===== config.mk =====
export PLATFORM = sky130hd
export DESIGN_NAME = gnss_sample_capture
export DESIGN_NICKNAME = d
export VERILOG_FILES = /design/src/rtl/gnss_sample_capture.sv
export SDC_FILE = /design/constraint.sdc
export NUM_CORES = 1
export LEC_CHECK = 0
export ABC_AREA = 1
export ABC_CLOCK_PERIOD_IN_PS = 4000
export CORE_MARGIN = 2
export CORE_UTILIZATION = 50
export CTS_CLUSTER_SIZE = 28
export DETAILED_ROUTE_END_ITERATION = 7
export PLACE_DENSITY_LB_ADDON = 0.1
export SLEW_MARGIN = 10
export SYNTH_ARGS = -nofsm -noshare
export SYNTH_HDL_FRONTEND = slang
export SYNTH_SLANG_ARGS = --single-unit

===== constraint.sdc =====
create_clock -name gnssclk -period 4 [get_ports gnssclk]
set_clock_uncertainty 0.05 [all_clocks]
set_input_delay 0.8 -clock gnssclk [delete_from_list [all_inputs] [get_ports gnssclk]]
set_output_delay 0.8 -clock gnssclk [all_outputs]
set_load 0.005 [all_outputs]

===== src/rtl/gnss_sample_capture.sv =====
// ---------------------------------------------------------------------------
// gnss_sample_capture
//
// Front-end capture stage of the GNSS acquisition/search path.
//
// The block takes the 1-bit IF sample stream (one sample per gnssclk). It packs
// the samples LSB-first into WORD_W-bit words. It then emits a bounded burst of
// capture_len words on a valid/ready stream toward the search engine's sample
// buffer.
//
// Dropped words:
//   - If the consumer stalls, a newly completed word is dropped and the sticky
//     overflow flag is set.
//   - The dropped word still consumes its index, so gaps in out_index mark the
//     drops.
//
// Optional feature (compile-time macro GNSS_CAPTURE_SYNC_EN):
//   - Defined: signal_in passes through a 2-flop synchronizer before packing.
//     The packed sample at edge En is signal_in as sampled at edge E(n-2).
//   - Undefined: signal_in is assumed synchronous to gnssclk and is packed
//     directly.
//
// Ports:
//   gnssclk      in   sample clock, sole clock
//   rst          in   asynchronous reset, active-high
//   signal_in    in   1-bit IF sample
//   start        in   1-cycle capture request (honoured only when idle)
//   abort        in   cancel capture, highest priority after rst
//   capture_len  in   number of words to capture, latched on start accept
//   out_valid    out  out_data/out_index valid
//   out_ready    in   consumer accept (transfer on out_valid && out_ready)
//   out_data     out  packed word, bit k = k-th sample of the word
//   out_index    out  0-based word number within the capture
//   busy         out  capture or drain in progress
//   done         out  1-cycle pulse at normal completion
//   overflow     out  sticky: at least one word dropped in this capture
// ---------------------------------------------------------------------------
module gnss_sample_capture #(
    parameter int WORD_W = 32,
    parameter int LEN_W  = 16
) (
    input  logic              gnssclk,
    input  logic              rst,
    input  logic              signal_in,
    input  logic              start,
    input  logic              abort,
    input  logic [LEN_W-1:0]  capture_len,
    output logic              out_valid,
    input  logic              out_ready,
    output logic [WORD_W-1:0] out_data,
    output logic [LEN_W-1:0]  out_index,
    output logic              busy,
    output logic              done,
    output logic              overflow
);

    localparam int BIT_W = $clog2(WORD_W);

    typedef enum logic [1:0] {
        ST_IDLE    = 2'd0,
        ST_CAPTURE = 2'd1,
        ST_DRAIN   = 2'd2
    } state_t;

    state_t              state_r;
    state_t              state_nx_s;

    logic [BIT_W-1:0]    bit_cnt_r;
    logic [LEN_W-1:0]    word_cnt_r;
    logic [LEN_W-1:0]    len_last_r;

    // The top sample of a word is never stored; it is taken straight from
    // sample_s on the completing edge.
    logic [WORD_W-2:0]   shreg_r;

    logic [WORD_W-1:0]   out_data_r;
    logic [LEN_W-1:0]    out_index_r;
    logic                out_valid_r;
    logic                busy_r;
    logic                done_r;
    logic                overflow_r;

    logic                sample_s;
    logic [WORD_W-1:0]   word_s;
    logic                start_acc_s;
    logic                capture_s;
    logic                word_done_s;
    logic                out_free_s;
    logic                accept_s;
    logic                finish_s;

`ifdef GNSS_CAPTURE_SYNC_EN
    logic                sync1_r;
    logic                sync2_r;

    // Two-flop synchronizer for the asynchronous RF front-end sample
    always_ff @(posedge gnssclk or posedge rst) begin
        if (rst) begin
            sync1_r <= 1'b0;
            sync2_r <= 1'b0;
        end else begin
            sync1_r <= signal_in;
            sync2_r <= sync1_r;
        end
    end

    assign sample_s = sync2_r;
`else
    assign sample_s = signal_in;
`endif

    // The completed word includes the sample arriving on this edge in the MSB
    assign word_s = {sample_s, shreg_r};

    // Next-state and control-strobe decode; abort overrides every state
    always_comb begin
        state_nx_s  = state_r;
        start_acc_s = 1'b0;
        capture_s   = 1'b0;
        word_done_s = 1'b0;
        finish_s    = 1'b0;
        out_free_s  = (!out_valid_r) || out_ready;
        accept_s    = out_valid_r && out_ready;

        if (abort) begin
            state_nx_s = ST_IDLE;
        end else begin
            case (state_r)
                ST_IDLE: begin
                    if (start) begin
                        start_acc_s = 1'b1;
                        if (capture_len == {LEN_W{1'b0}}) begin
                            state_nx_s = ST_DRAIN;
                        end else begin
                            state_nx_s = ST_CAPTURE;
                        end
                    end else begin
                        state_nx_s = ST_IDLE;
                    end
                end
                ST_CAPTURE: begin
                    capture_s = 1'b1;
                    if (bit_cnt_r == {BIT_W{1'b1}}) begin
                        word_done_s = 1'b1;
                        if (word_cnt_r == len_last_r) begin
                            state_nx_s = ST_DRAIN;
                        end else begin
                            state_nx_s = ST_CAPTURE;
                        end
                    end else begin
                        state_nx_s = ST_CAPTURE;
                    end
                end
                ST_DRAIN: begin
                    // Leave once the last word has gone, or goes on this edge
                    if (out_free_s) begin
                        finish_s   = 1'b1;
                        state_nx_s = ST_IDLE;
                    end else begin
                        state_nx_s = ST_DRAIN;
                    end
                end
                default: begin
                    state_nx_s = ST_IDLE;
                end
            endcase
        end
    end

    // State register plus registered busy/done status
    always_ff @(posedge gnssclk or posedge rst) begin
        if (rst) begin
            state_r <= ST_IDLE;
            busy_r  <= 1'b0;
            done_r  <= 1'b0;
        end else begin
            state_r <= state_nx_s;
            busy_r  <= (state_nx_s != ST_IDLE);
            done_r  <= finish_s;
        end
    end

    // Capture length (stored as last index) latched only on start accept
    always_ff @(posedge gnssclk or posedge rst) begin
        if (rst) begin
            len_last_r <= {LEN_W{1'b0}};
        end else if (start_acc_s) begin
            len_last_r <= capture_len - LEN_W'(1);
        end else begin
            len_last_r <= len_last_r;
        end
    end

    // Bit position within the word being assembled; abort drops the partial word
    always_ff @(posedge gnssclk or posedge rst) begin
        if (rst) begin
            bit_cnt_r <= {BIT_W{1'b0}};
        end else if (abort || start_acc_s) begin
            bit_cnt_r <= {BIT_W{1'b0}};
        end else if (capture_s) begin
            bit_cnt_r <= bit_cnt_r + BIT_W'(1);
        end else begin
            bit_cnt_r <= bit_cnt_r;
        end
    end

    // Shift register collecting the lower WORD_W-1 samples of the current word
    always_ff @(posedge gnssclk or posedge rst) begin
        if (rst) begin
            shreg_r <= {(WORD_W-1){1'b0}};
        end else if (capture_s && (bit_cnt_r != {BIT_W{1'b1}})) begin
            shreg_r[bit_cnt_r] <= sample_s;
        end else begin
            shreg_r <= shreg_r;
        end
    end

    // Word counter; counts dropped words too so indices stay time-aligned
    always_ff @(posedge gnssclk or posedge rst) begin
        if (rst) begin
            word_cnt_r <= {LEN_W{1'b0}};
        end else if (start_acc_s) begin
            word_cnt_r <= {LEN_W{1'b0}};
        end else if (word_done_s) begin
            word_cnt_r <= word_cnt_r + LEN_W'(1);
        end else begin
            word_cnt_r <= word_cnt_r;
        end
    end

    // Output holding register with valid/ready handshake and sticky overflow
    always_ff @(posedge gnssclk or posedge rst) begin
        if (rst) begin
            out_data_r  <= {WORD_W{1'b0}};
            out_index_r <= {LEN_W{1'b0}};
            out_valid_r <= 1'b0;
            overflow_r  <= 1'b0;
        end else if (abort) begin
            // Overflow survives an abort until the next start
            out_valid_r <= 1'b0;
        end else begin
            if (start_acc_s) begin
                overflow_r <= 1'b0;
            end else if (word_done_s && !out_free_s) begin
                overflow_r <= 1'b1;
            end else begin
                overflow_r <= overflow_r;
            end

            if (word_done_s && out_free_s) begin
                // Covers the accept-and-reload case with no valid bubble
                out_data_r  <= word_s;
                out_index_r <= word_cnt_r;
                out_valid_r <= 1'b1;
            end else if (accept_s) begin
                out_valid_r <= 1'b0;
            end else begin
                out_valid_r <= out_valid_r;
            end
        end
    end

    assign out_valid = out_valid_r;
    assign out_data  = out_data_r;
    assign out_index = out_index_r;
    assign busy      = busy_r;
    assign done      = done_r;
    assign overflow  = overflow_r;

endmodule


==> results.sh, run 1 <==
export IMPL_avgViaCountPerCell=5.25
export IMPL_grt_max_degree=123
export IMPL_start_util=0.509
export IMPL_cts_buffer_depth=2
export IMPL_via_count=4506
export IMPL_place_area_um2=6640
export IMPL_r2r_slack_ns=1.38
export IMPL_clk_pin_slew_ns=0.06
export IMPL_end_kind="register"
export IMPL_io_pins=74
export IMPL_synthesis_nets=655
export IMPL_status="completed"
export IMPL_die_area_um2=12500
export IMPL_crit_arrival_ns=2.87
export IMPL_gp_congestion=0.837
export IMPL_r2r_start="bit_cnt_r[0]$_DFFE_PP0P_"
export IMPL_final_cell_mix="nand2_1, dfrtp_1, clkdlybuf4s50_1"
export IMPL_ys_ff_latch=122
export IMPL_first_pass_iters=5
export IMPL_clk_latency_ns=0.41
export IMPL_core_um2=11400
export IMPL_place_ws_ns=1.04
export IMPL_slew_headroom=0.277
export IMPL_hold_buffers=0
export IMPL_fp_row_count=39
export IMPL_yosysSeqAreaShare=0.527
export IMPL_maxCapViolations=0
export IMPL_worstHoldStart="out_data[31]$_DFFE_PP0P_"
export IMPL_startpoint_type="register"
export IMPL_drive_above_1_share=0.116
export IMPL_syn_cell_area_um2=5790
export IMPL_setup_ws_ns=1.38
export IMPL_fin_crit_ns=2.62
export IMPL_cts_setup_buffers=0
export IMPL_drt_total_wl_mm=12.8
export IMPL_power_density_nw_per_um2=414
export IMPL_tightest_slew_ns=1.08
export IMPL_numPortBuffers=73
export IMPL_crit_type="reg -> reg"
export IMPL_r2r_end="out_data[19]$_DFFE_PP0P_"
export IMPL_grt_pass1_wl_mm=21.7
export IMPL_rsz0062_at_grt="no"
export IMPL_area_growth_pct=24.7
export IMPL_leakage_nw=3.38
export IMPL_hpwl_mm=9.11
export IMPL_clock_sinks=122
export IMPL_timing_fmax_ghz=0.382
export IMPL_nets=733
export IMPL_dieHeight_um=112
export IMPL_antenna_cells=0
export IMPL_p_total_mw=2.99
export IMPL_drtIter0Drc=276
export IMPL_htree_levels=4
export IMPL_final_max_slew_viol_count=0
export IMPL_worst_hold_path_type="reg -> reg"
export IMPL_cts_repair_resized=0
export IMPL_holdWs_ns=0.437
export IMPL_avgSynthCellArea_um2=9.26
export IMPL_grt_use_total=0.219
export IMPL_final_hold_violation_count=0
export IMPL_wl_per_cell_um=15.0
export IMPL_crit_fanout=28
export IMPL_critPathRequiredTime_ns=4.25
export IMPL_ant_nets=0
export IMPL_peakVddDrop_uv=322
export IMPL_fin_area_um2=7220
export IMPL_crit_end="out_data[19]$_DFFE_PP0P_"
export IMPL_drc=0
export IMPL_overflow=0
export IMPL_crit_start="bit_cnt_r[0]$_DFFE_PP0P_"
export IMPL_die_x_um=112
export IMPL_cts_root_buf="clkbuf_16"
export IMPL_syn_inst=625
export IMPL_cts_tree="done"
export IMPL_finalCritPeriodShare=0.655
export IMPL_setup_violations=0
export IMPL_synthDistinctLibCells=30
export IMPL_final_common_cell="nand2_1"
export IMPL_ys_warn_count=0
export IMPL_first_global_vias=4429
export IMPL_worst_r2r_path_depth=9
export IMPL_cts_buffers=17
export IMPL_setup_tns_ns=0
export IMPL_antenna_found_initial=0
-- synth_stat cells (all sizes together) --
| master | instances | share of area |
|---|---|---|
| inv | 70 | 0.045 |
| nand2 | 129 | 0.087 |
| mux2 | 31 | 0.071 |
| nor2 | 55 | 0.047 |
| clkbuf | 7 | 0.0048 |
| buf | 12 | 0.017 |
| xor2 | 6 | 0.0091 |
| a211oi | 1 | 0.0013 |
| nand3 | 27 | 0.023 |
| nor3 | 20 | 0.018 |
| o21ai | 44 | 0.038 |
| or2 | 1 | 0.0011 |
| ha | 8 | 0.017 |
| nand4 | 8 | 0.0086 |
| nor4 | 2 | 0.0022 |
| dfrtp | 122 | 0.53 |
| a21oi | 45 | 0.039 |
| a31oi | 30 | 0.032 |
| xnor2 | 7 | 0.011 |
-- power by group --
| part | leakage (nW) | internal (mW) | switching (mW) |
|---|---|---|---|
| clock network | 0.268 | 0.882 | 0.586 |
| logic | 1.44 | 0.0794 | 0.130 |
| registers | 1.67 | 1.28 | 0.0339 |
-- metal layers --
metal / vias to the layer above / wire length, um / track usage
met5: - / 0 / 0
met2: 110 / 6260 / 0.363
met1: 2143 / 5900 / 0.282
met3: 13 / 528 / 0.0544
li1: 2240 / - / -
met4: 0 / 161 / 0.0831
-- per-stage QoR --
step	std cells	utilization
6_report	859	0.635
4_1_cts	859	0.635
2_1_floorplan	625	-
3_5_place_dp	827	0.584
5_1_grt	859	0.635
3_3_place_gp	827	0.584
-- how the worst min path moves through the flow --
stage	cells past startpoint	to	slack, ns
global route	1	done$_DFF_PP0_	0.47
CTS	1	done$_DFF_PP0_	0.44
floorplan	1	done$_DFF_PP0_	0.40
global placement	2	out_data[31]$_DFFE_PP0P_	0.41
finish	2	out_data[31]$_DFFE_PP0P_	0.44
detailed placement	2	out_data[31]$_DFFE_PP0P_	0.43
-- sequential cells by signal (all words and copies together) (netlist names), 2 cells and up --
name and flops:
out_data 32, shreg_r 31, len_last_r 16, out_index 16
word_cnt_r 16, bit_cnt_r 5, state_r 2
-- logic make-up after synthesis --
| family | Yosys count | share of synthesized area |
|---|---|---|
| buffers and inverters | 89 | 0.0668 |
| DFF | 122 | 0.527 |
| and+or+nand+nor | 242 | 0.187 |
| adders and majority gates | 8 | 0.0173 |
| muxes | 31 | 0.0707 |
| xor gates and xnor gates | 13 | 0.0197 |
| AOI/OAI and AO/OA | 120 | 0.111 |
-- layout make-up --
class                   instances  area [um2]
clock inverters                14         140
fillers                       966        4150
clock buffers                  18         439
multi-input cells             414        2350
flip-flops and latches        122        3050
repair buffers                 78         793
well taps                     143         179
inverters                      70         267
-- critical path, cell delays in order (launching register included) --
cell,delay [ns]
dfrtp_1,0.42
ha_1,0.25
inv_1,0.08
nor2_1,0.05
ha_1,0.21
inv_1,0.30
nor2_8,0.10
nand2_2,0.36
buf_12,0.27
mux2_2,0.37
Power figures use the tool's default switching activity.
==> run 2, diff against run 1 <==
--- a/config.mk
+++ b/config.mk
@@ -6,7 +6,7 @@
 export NUM_CORES = 1
 export LEC_CHECK = 0
 export ABC_AREA = 1
-export ABC_CLOCK_PERIOD_IN_PS = 4000
+export ABC_CLOCK_PERIOD_IN_PS = 2470
 export CORE_MARGIN = 2
 export CORE_UTILIZATION = 50
 export CTS_CLUSTER_SIZE = 28
==> constraint.sdc (replaced) <==
create_clock -name gnssclk -period 2.47 [get_ports gnssclk]
set_clock_uncertainty 0.05 [all_clocks]
set_input_delay 0.494 -clock gnssclk [delete_from_list [all_inputs] [get_ports gnssclk]]
set_output_delay 0.494 -clock gnssclk [all_outputs]
set_load 0.005 [all_outputs]
==> results.sh, run 2 (synthesis results as in run 1) <==
export IMPL_status="completed"
export IMPL_final_common_cell="nand2_1"
export IMPL_clk_latency_ns=0.41
export IMPL_peakVddDrop_uv=353
export IMPL_final_max_slew_viol_count=0
export IMPL_startpoint_type="register"
export IMPL_avgViaCountPerCell=5.32
export IMPL_drt_total_wl_mm=12.7
export IMPL_largest_reg_flops=32
export IMPL_fin_util=0.643
export IMPL_slew_headroom=0.570
export IMPL_crit_slowest_cell="dfrtp_1"
export IMPL_first_global_vias=4453
export IMPL_antenna_cells=0
export IMPL_gp_congestion=0.910
export IMPL_p_total_mw=4.95
export IMPL_setup_tns_ns=0
export IMPL_critPathMaxStageDelay_ns=0.42
export IMPL_worst_path_buf_inv=3
export IMPL_die_x_um=112
export IMPL_die_area_um2=12500
export IMPL_cts_root_buf="clkbuf_16"
export IMPL_antenna_found_initial=0
export IMPL_clk_pin_slew_ns=0.05
export IMPL_start_util=0.509
export IMPL_numPortBuffers=73
export IMPL_grt_max_degree=123
export IMPL_finalCritPeriodShare=0.904
export IMPL_grt_use_total=0.215
export IMPL_cts_repair_resized=0
export IMPL_io_pins=74
export IMPL_first_pass_iters=5
export IMPL_htree_levels=4
export IMPL_maxCapViolations=0
export IMPL_final_hold_violation_count=0
export IMPL_setup_violations=0
export IMPL_nFillCells=981
export IMPL_path_delay_family="buffers and inverters"
export IMPL_leakage_nw=3.45
export IMPL_tightest_slew_ns=0.645
export IMPL_timing_fmax_ghz=0.448
export IMPL_worst_hold_path_type="reg -> reg"
export IMPL_crit_type="reg -> reg"
export IMPL_crit_fanout=17
export IMPL_hpwl_mm=8.96
export IMPL_power_density_nw_per_um2=677
export IMPL_end_kind="register"
export IMPL_cts_buffer_depth=2
export IMPL_final_cell_mix="nand2_1, dfrtp_1, clkdlybuf4s50_1"
export IMPL_overflow=0
export IMPL_cts_setup_buffers=0
export IMPL_drtIter0Drc=346
export IMPL_drc=0
export IMPL_drive_above_1_share=0.124
export IMPL_core_um2=11400
export IMPL_cts_tree="done"
export IMPL_nets=743
export IMPL_grt_pass1_wl_mm=21.5
export IMPL_hold_buffers=0
export IMPL_ant_nets=0
export IMPL_fp_row_count=39
export IMPL_rsz0062_at_grt="no"
export IMPL_fin_crit_ns=2.23
export IMPL_area_growth_pct=26.4
export IMPL_cts_buffers=17
export IMPL_path_cells="ha_1 > inv_1 > nor2_1 > ha_1 > inv_1 > nor2_8 > nand2_2 > buf_4 > mux2_2"
export IMPL_dieHeight_um=112
export IMPL_critPathRequiredTime_ns=2.71
export IMPL_via_count=4619
export IMPL_clock_sinks=122
export IMPL_crit_arrival_ns=2.47
export IMPL_wl_per_cell_um=14.6
## run 2: changes by cell type in the layout (fill, tap and decap cells not counted), sizes merged
cell      delta
clkinvlp     -3
clkinv       -2
clkbuf       +7
bufinv       +1
inv          -4
buf         +10
## run 2: where the power goes
group	switching, mW	internal [mW]
logic	0.218	0.132
registers	0.0510	2.07
clock network	0.840	1.64
## run 2: area by class of cell
type / instances / area (um2) / area share
Tap cell: 143 / 179 / 0.0245
Clock inverter: 6 / 85.1 / 0.0116
Multi-Input combinational cell: 414 / 2350 / 0.321
Clock buffer: 25 / 515 / 0.0705
Sequential cell: 122 / 3050 / 0.417
Inverter: 70 / 267 / 0.0364
Timing Repair Buffer: 88 / 868 / 0.119
## run 2: path summary, 6_finish.rpt
kind,slack (ns),start,endpoint,cells after the start
hold / removal,0.43,state_r[0]$_DFF_PP0_,done$_DFF_PP0_,1
max in group asynchronous,1.32,rst,word_cnt_r[0]$_DFFE_PP0P_,3
min in group asynchronous,0.58,rst,out_data[2]$_DFFE_PP0P_,3
setup reg to reg,0.24,bit_cnt_r[0]$_DFFE_PP0P_,out_data[17]$_DFFE_PP0P_,9
hold reg to reg,0.43,state_r[0]$_DFF_PP0_,done$_DFF_PP0_,1
setup / recovery,0.24,bit_cnt_r[0]$_DFFE_PP0P_,out_data[17]$_DFFE_PP0P_,9
## run 2: per-layer routing
layer  part of all wire  global-route usage
met1               0.46               0.287
met2               0.47               0.344
met3              0.048              0.0495
met4              0.020              0.0848
met5                  0                   0
## run 2: per-stage QoR
| step | hold WS (ns) | setup slack (ns) | instance area [um2] | cells |
|---|---|---|---|---|
| global route | 0.464 | 0.0629 | 7320 | 868 |
| global placement | 0.422 | 0.126 | 6720 | 837 |
| detailed placement | 0.430 | 0.143 | 6720 | 837 |
| floorplan | 0.403 | 0.416 | 5790 | 625 |
| finish | 0.433 | 0.238 | 7320 | 868 |
| CTS | 0.443 | 0.238 | 7320 | 868 |
## run 2: worst register-to-register path, cell delays in order (launching register included)
cell and delay, ns:
dfrtp_1 0.42, ha_1 0.24, inv_1 0.08, nor2_1 0.05
ha_1 0.22, inv_1 0.23, nor2_8 0.08, nand2_2 0.10
buf_4 0.27, mux2_2 0.38
